### src/rtl/adder_seg_display_if.sv
// ---------------------------------------------------------------------------
// adder_seg_display_if
//   Groups the adder-result capture bus and the seven-segment display outputs
//   of adder_seg_display.
//
//   Signals:
//     a, b   [3:0]  operands from the adder inputs
//     sum    [3:0]  adder sum
//     cout          adder carry out
//     load          capture strobe (pulse or level)
//     an     [3:0]  digit enables, active-low, an[0] = digit0
//     seg    [6:0]  segments, active-low, {g,f,e,d,c,b,a}
//     dp            decimal point, active-low
//
//   Modports:
//     master : drives the capture bus, observes the display
//     slave  : the display block itself
// ---------------------------------------------------------------------------
interface adder_seg_display_if;
    logic [3:0] a;
    logic [3:0] b;
    logic [3:0] sum;
    logic       cout;
    logic       load;
    logic [3:0] an;
    logic [6:0] seg;
    logic       dp;

    modport master (output a, b, sum, cout, load, input  an, seg, dp);
    modport slave  (input  a, b, sum, cout, load, output an, seg, dp);
endinterface

### src/rtl/adder_seg_display.sv
// ---------------------------------------------------------------------------
// adder_seg_display
//   Output stage behind the 4-bit adder. Captures a, b, sum and cout on load
//   and time-multiplexes them onto a 4-digit common-anode seven-segment
//   display: digit3 = a, digit2 = b, digit1 = cout, digit0 = sum. The decimal
//   point of digit0 marks a carry out. All display outputs are active-low.
//
//   Parameters:
//     REFRESH_DIV  clk cycles per digit slot (>= 2)
//     BLINK_SCANS  full 4-digit scans per blink half-period (OVF_BLINK_EN)
//
//   Ports:
//     clk  in   system clock, rising edge
//     rst  in   synchronous, active-high reset; also blanks the outputs
//               combinationally while asserted
//     bus  slave modport of adder_seg_display_if (capture bus + display)
//
//   Build option:
//     OVF_BLINK_EN  when defined, digits 0 and 1 blink while the captured
//                   carry is set; otherwise the display is steady.
// ---------------------------------------------------------------------------
module adder_seg_display #(
    parameter int REFRESH_DIV = 100000,
    parameter int BLINK_SCANS = 128
) (
    input  logic                  clk,
    input  logic                  rst,
    adder_seg_display_if.slave    bus
);

    if (REFRESH_DIV < 2) begin : g_bad_div
        $error("adder_seg_display: REFRESH_DIV must be at least 2");
    end
    if (BLINK_SCANS < 1) begin : g_bad_blink
        $error("adder_seg_display: BLINK_SCANS must be at least 1");
    end

    localparam int             P_W    = $clog2(REFRESH_DIV);
    localparam logic [P_W-1:0] P_LAST = P_W'(REFRESH_DIV - 1);

    logic [P_W-1:0] r_p;
    logic [1:0]     r_idx;
    logic [3:0]     r_cap_a;
    logic [3:0]     r_cap_b;
    logic [3:0]     r_cap_s;
    logic           r_cap_c;

    logic           w_slot_end;
    logic           w_scan_end;
    logic           w_blank;
    logic [3:0]     w_digit;
    logic [6:0]     w_seg;

    // Last cycle of a slot: the digit goes dark here so the next digit's
    // segment pattern never ghosts onto the previous anode.
    assign w_slot_end = (r_p == P_LAST);
    assign w_scan_end = w_slot_end && (r_idx == 2'd3);

    // NOTE: state registers use non-blocking assignments so every register
    // samples pre-edge values; blocking here would create order-dependent
    // simulation that no longer matches the synthesized flops.
    always_ff @(posedge clk) begin
        if (rst) begin
            r_p     <= '0;
            r_idx   <= 2'd0;
            r_cap_a <= 4'd0;
            r_cap_b <= 4'd0;
            r_cap_s <= 4'd0;
            r_cap_c <= 1'b0;
        end else begin
            r_p <= w_slot_end ? '0 : r_p + 1'b1;
            if (w_slot_end) begin
                r_idx <= r_idx + 2'd1;  // 3 -> 0 wraps naturally
            end
            if (bus.load) begin
                r_cap_a <= bus.a;
                r_cap_b <= bus.b;
                r_cap_s <= bus.sum;
                r_cap_c <= bus.cout;
            end
        end
    end

`ifdef OVF_BLINK_EN
    localparam int SC_W = (BLINK_SCANS > 1) ? $clog2(BLINK_SCANS) : 1;

    logic [SC_W-1:0] r_scan_cnt;
    logic            r_blink;

    // A new capture restarts the blink phase so a fresh result is always
    // shown lit first.
    always_ff @(posedge clk) begin
        if (rst || bus.load) begin
            r_scan_cnt <= '0;
            r_blink    <= 1'b0;
        end else if (w_scan_end) begin
            if (r_scan_cnt == SC_W'(BLINK_SCANS - 1)) begin
                r_scan_cnt <= '0;
                r_blink    <= ~r_blink;
            end else begin
                r_scan_cnt <= r_scan_cnt + 1'b1;
            end
        end
    end

    // Blank the sum and carry digits (idx 0 and 1) during the off phase.
    assign w_blank = r_cap_c & r_blink & ~r_idx[1];
`else
    assign w_blank = 1'b0;
`endif

    function automatic logic [6:0] hex_to_seg(input logic [3:0] v);
        case (v)
            4'h0:    return 7'h40;
            4'h1:    return 7'h79;
            4'h2:    return 7'h24;
            4'h3:    return 7'h30;
            4'h4:    return 7'h19;
            4'h5:    return 7'h12;
            4'h6:    return 7'h02;
            4'h7:    return 7'h78;
            4'h8:    return 7'h00;
            4'h9:    return 7'h10;
            4'hA:    return 7'h08;
            4'hB:    return 7'h03;
            4'hC:    return 7'h46;
            4'hD:    return 7'h21;
            4'hE:    return 7'h06;
            default: return 7'h0E;
        endcase
    endfunction

    // NOTE: every signal written in a combinational block gets a default
    // first, so no path leaves it unassigned and no latch is inferred.
    always_comb begin
        w_digit = r_cap_a;
        case (r_idx)
            2'd0:    w_digit = r_cap_s;
            2'd1:    w_digit = {3'b000, r_cap_c};
            2'd2:    w_digit = r_cap_b;
            default: w_digit = r_cap_a;
        endcase
    end

    assign w_seg = hex_to_seg(w_digit);

    // Outputs depend only on registers and rst; the capture inputs never
    // reach the display combinationally.
    always_comb begin
        bus.an  = 4'b1111;
        bus.seg = 7'h7F;
        bus.dp  = 1'b1;
        if (!rst) begin
            if (!w_slot_end) begin
                bus.an = ~(4'b0001 << r_idx);
            end
            if (!w_blank) begin
                bus.seg = w_seg;
                bus.dp  = ~((r_idx == 2'd0) && !w_slot_end && r_cap_c);
            end
        end
    end

endmodule
### src/flat_wrapper.sv
// flat-port wrapper written by rule: the top's interface ports become plain ports
module adder_seg_display_flat 
#(
    parameter int REFRESH_DIV = 100000,
    parameter int BLINK_SCANS = 128
)
  (clk, rst, bus_a, bus_b, bus_sum, bus_cout, bus_load, bus_an, bus_seg, bus_dp);
  adder_seg_display_if bus_i ();
  input  logic clk;
  input  logic rst;
  input wire logic [$bits(bus_i.a)-1:0] bus_a;
  input wire logic [$bits(bus_i.b)-1:0] bus_b;
  input wire logic [$bits(bus_i.sum)-1:0] bus_sum;
  input wire logic [$bits(bus_i.cout)-1:0] bus_cout;
  input wire logic [$bits(bus_i.load)-1:0] bus_load;
  output wire logic [$bits(bus_i.an)-1:0] bus_an;
  output wire logic [$bits(bus_i.seg)-1:0] bus_seg;
  output wire logic [$bits(bus_i.dp)-1:0] bus_dp;
  assign bus_i.a = bus_a;
  assign bus_i.b = bus_b;
  assign bus_i.sum = bus_sum;
  assign bus_i.cout = bus_cout;
  assign bus_i.load = bus_load;
  assign bus_an = bus_i.an;
  assign bus_seg = bus_i.seg;
  assign bus_dp = bus_i.dp;
  adder_seg_display #(.REFRESH_DIV(REFRESH_DIV), .BLINK_SCANS(BLINK_SCANS)) u_core (.clk(clk), .rst(rst), .bus(bus_i));
endmodule
### config.mk
export PLATFORM = sky130hd
export DESIGN_NAME = adder_seg_display_flat
export DESIGN_NICKNAME = d
export VERILOG_FILES = /design/src/rtl/adder_seg_display_if.sv /design/src/rtl/adder_seg_display.sv /design/src/flat_wrapper.sv
export SDC_FILE = /design/constraint.sdc
export NUM_CORES = 1
export LEC_CHECK = 0
export ABC_AREA = 1
export BUFFER_PORTS_ARGS = -buffer_cell sky130_fd_sc_hd__buf_4
export CAP_MARGIN = 20
export CORE_UTILIZATION = 61
export DETAILED_ROUTE_END_ITERATION = 16
export GPL_TIMING_DRIVEN = 0
export PLACE_DENSITY = 0.93
export SYNTH_ARGS = -nofsm -noshare
export SYNTH_HDL_FRONTEND = slang
export SYNTH_SLANG_ARGS = --single-unit
### constraint.sdc
create_clock -name clk -period 2.6 [get_ports clk]
set_input_delay 0.13 -clock clk [delete_from_list [all_inputs] [get_ports clk]]
set_output_delay 0.13 -clock clk [all_outputs]
set_load 0.02 [all_outputs]
==> results by group <==
Worst setup path
  • Worst setup path class: reg -> out
  • CP Launch Type: register
  • Crit. End Element: primary output
  • Reg2reg path depth: 7
  • Critical Path Fanout Max: 6
  • CP Data Arrival Time: 2.30 ns
  • Required time of the worst setup path: 2.47 ns
  • FF-to-FF setup slack: 1.08 ns
  • Reg-to-reg endpoint: u_core.r_p[5]
  • FF-to-FF Start: u_core.r_p[0]

Run status
  • Failing checks: design-rule violations
  • Outcome: complete, but fails checks

Timing
  • Worst Tran Pin Value: 0.440 ns
  • Count of final max-slew check failures: 0
  • Hold Slack: 0.00920 ns
  • Setup_tns: 0 ns
  • RSZ-0062 raised after global routing: no
  • Relative slew slack: 70.7%
  • Clk_skew: 0.0108 ns
  • Highest Clock Rate: 0.411 GHz
  • Post-layout min period: 2.43 ns
  • Final worst setup slack: 0.166 ns
  • Final setup viols: 0
  • Period Utilization, post-route: 93.6%
  • Final-report hold violation count: 0

Logic synthesis
  • Flops & latches, synth: 32
  • Main area contributors after synthesis: dfxtp_1, nand2_1, nor2_1
  • Post-Syn Area per Cell: 6.90 um2
  • Sequential-to-total area share from yosys stat: 33.9%
  • Yosys top cell area share: 33.9%
  • Mapped Cells: 274
  • Yosys warning total: 0
  • Netlist cell types: 25
  • Post-synth design cell area: 1890 um2
  • Synthesized Nets: 302
  • Area leader, netlist: dfxtp_1

Routing
  • DR vias: 1886
  • Detail Route Antenna Nets: 0
  • DR pass1 iterations: 11
  • Routed len/inst: 12.7 um
  • Final Routed Wirelength: 4330 um
  • Vias per cell: 5.55
  • DRT iter0 DRCs: 131
  • DRC viols: 3

Clocking
  • Clock Sinks: 32
  • TritonCTS Buffers: 5
  • TritonCTS clock tree: built
  • Worst-Skew Late Latency: 0.34 ns
  • H-tree levels: 2
  • Postcts setup bufs: 0
  • Worst-path clk slew: 0.10 ns
  • CTS Root Cell: clkbuf_4
  • Clock Path Buffers: 2

Cells and area
  • Most frequent cells in the layout: nand2_1, nor2_1, nand3_1
  • Post-Layout Inst Area: 2220 um2
  • Commonest non-fill, non-tap cell in the layout: nand2_1
  • Layout Cells excl Fill: 340
  • Area grow syn2layout: 17.3%
  • Layout cells sized above 1: 22.0%
  • Antenna Cells: 0
  • Fill cells: 210
  • Fin nets: 336
  • Core Util, Final: 77.7%

Global routing
  • First-pass GRT wire length: 7110 um
  • Largest net degree at the start of global routing: 11
  • Congestion Overflow GR: 0
  • GRT Resource Usage Total: 28.0%
  • Vias in the first global route: 1706
  • Initial antenna violation count: 0

Min path
  • Hold/Removal Path Class: in -> reg
  • Hold Path End: u_core.r_cap_b[2]
  • Min-delay src: bus_b[2]
  • WHS Path Cells: 3

Placed design
  • Post-DP Area: 2130 um2
  • Buffers on Ports: 27
  • Dpl ws: 0.225 ns
  • Final GP Congestion: 0.880
  • Post-DP HPWL: 3110 um
  • Dpl cells: 332

Die
  • Num rows: 19
  • Width of the die: 57.7 um
  • Die area: 3320 um2
  • Die height: 57.7 um
  • Initial Util: 66.2%
  • Core Area: 2850 um2
  • IO Count: 28

Run
  • Max cap viols: 0

Power and ir drop
  • P_leak: 0.968 nW
  • Overall power: 0.979 mW
  • Peak VDD IR: 0.421 mV
  • Power per cell area: 442 nW/um2
-- worst max-delay path by stage --
stage                    startpoint          to  slack [ns]  cells after the start
finish              u_core.r_idx[1]  bus_seg[2]        0.17                     11
global route        u_core.r_idx[1]  bus_seg[0]        0.03                     12
CTS                 u_core.r_idx[0]  bus_seg[3]        0.06                     12
detailed placement  u_core.r_idx[0]  bus_seg[3]        0.23                     10
global placement    u_core.r_idx[0]  bus_seg[6]        0.31                     10
floorplan           u_core.r_idx[0]  bus_seg[2]        0.57                     10
-- worst max-delay path, stage by stage, from the launching register on --
cell and delay (ns):
dfxtp_2 0.37, inv_1 0.10, ha_4 0.20, a21oi_1 0.18, nand3_1 0.15, nand2_2 0.15
inv_1 0.08, ha_1 0.22, inv_1 0.08, nand3_1 0.10, o211ai_1 0.19, buf_4 0.17
-- routing by layer --
metal  part of all wire (%)  wire length [um]  GRT usage [%]
met5                      0                 0              0
met4                    1.7                74           10.9
met3                    7.3               317           7.37
met2                     49              2110           47.0
met1                     42              1820           34.6
-- state kept, by name, indices dropped and copies added, names as in the netlist --
name / flops
u_core.r_cap_a: 4
u_core.r_p: 17
u_core.r_cap_b: 4
u_core.r_cap_c: 1
u_core.r_idx: 2
u_core.r_cap_s: 4
-- cell type report --
| cell class | count | area, um2 | area share, % |
|---|---|---|---|
| Timing Repair Buffer | 27 | 203 | 9.15 |
| Sequential cell | 32 | 643 | 29.0 |
| Buffer | 5 | 35.0 | 1.58 |
| Clock buffer | 6 | 51.3 | 2.32 |
| Multi-Input combinational cell | 211 | 1140 | 51.3 |
| Clock inverter | 2 | 10.0 | 0.452 |
| Tap cell | 31 | 38.8 | 1.75 |
| Inverter | 26 | 97.6 | 4.40 |
-- what timing repair did --
action,4_1_cts,5_1_grt
pin swaps,0,2
resized for setup,4,5
hold buffers,0,0
setup endpoints to repair,6,6
-- cells in the mapped netlist --
library cell / number
xor2_1: 5
nor2_1: 45
ha_1: 12
clkbuf_1: 4
nand2_4: 2
nand3_1: 33
buf_12: 1
o21ai_2: 1
xnor2_1: 2
nor2_4: 1
nand4_1: 5
o21ai_0: 16
a21oi_1: 9
nand2_1: 60
inv_2: 2
nand3_4: 1
inv_1: 24
nor2_2: 11
dfxtp_1: 32
or2_4: 1
a21oi_2: 1
nand2_2: 2
o211ai_1: 1
nor3_2: 1
or2_2: 2
-- report_power, final --
| group | total (mW) | switching (mW) | internal, mW |
|---|---|---|---|
| combinational | 0.157 | 0.0924 | 0.0647 |
| sequential | 0.518 | 0.0104 | 0.508 |
| clock | 0.304 | 0.175 | 0.129 |
| total | 0.979 | 0.278 | 0.701 |
-- logic make-up (layout without fill, tap and decap cells) --
| family | count (synthesis) | count (layout) | share of synthesized area [%] |
|---|---|---|---|
| AND/OR/NAND/NOR | 164 | 164 | 39.9 |
| flip-flops | 32 | 32 | 33.9 |
| buffers and inverters | 31 | 66 | 7.02 |
| AO/OA/AOI/OAI | 28 | 28 | 7.95 |
| adder cells (fa/ha/maj) | 12 | 12 | 7.95 |
| XOR/XNOR | 7 | 7 | 3.25 |
(Power assumes the default switching activity.)
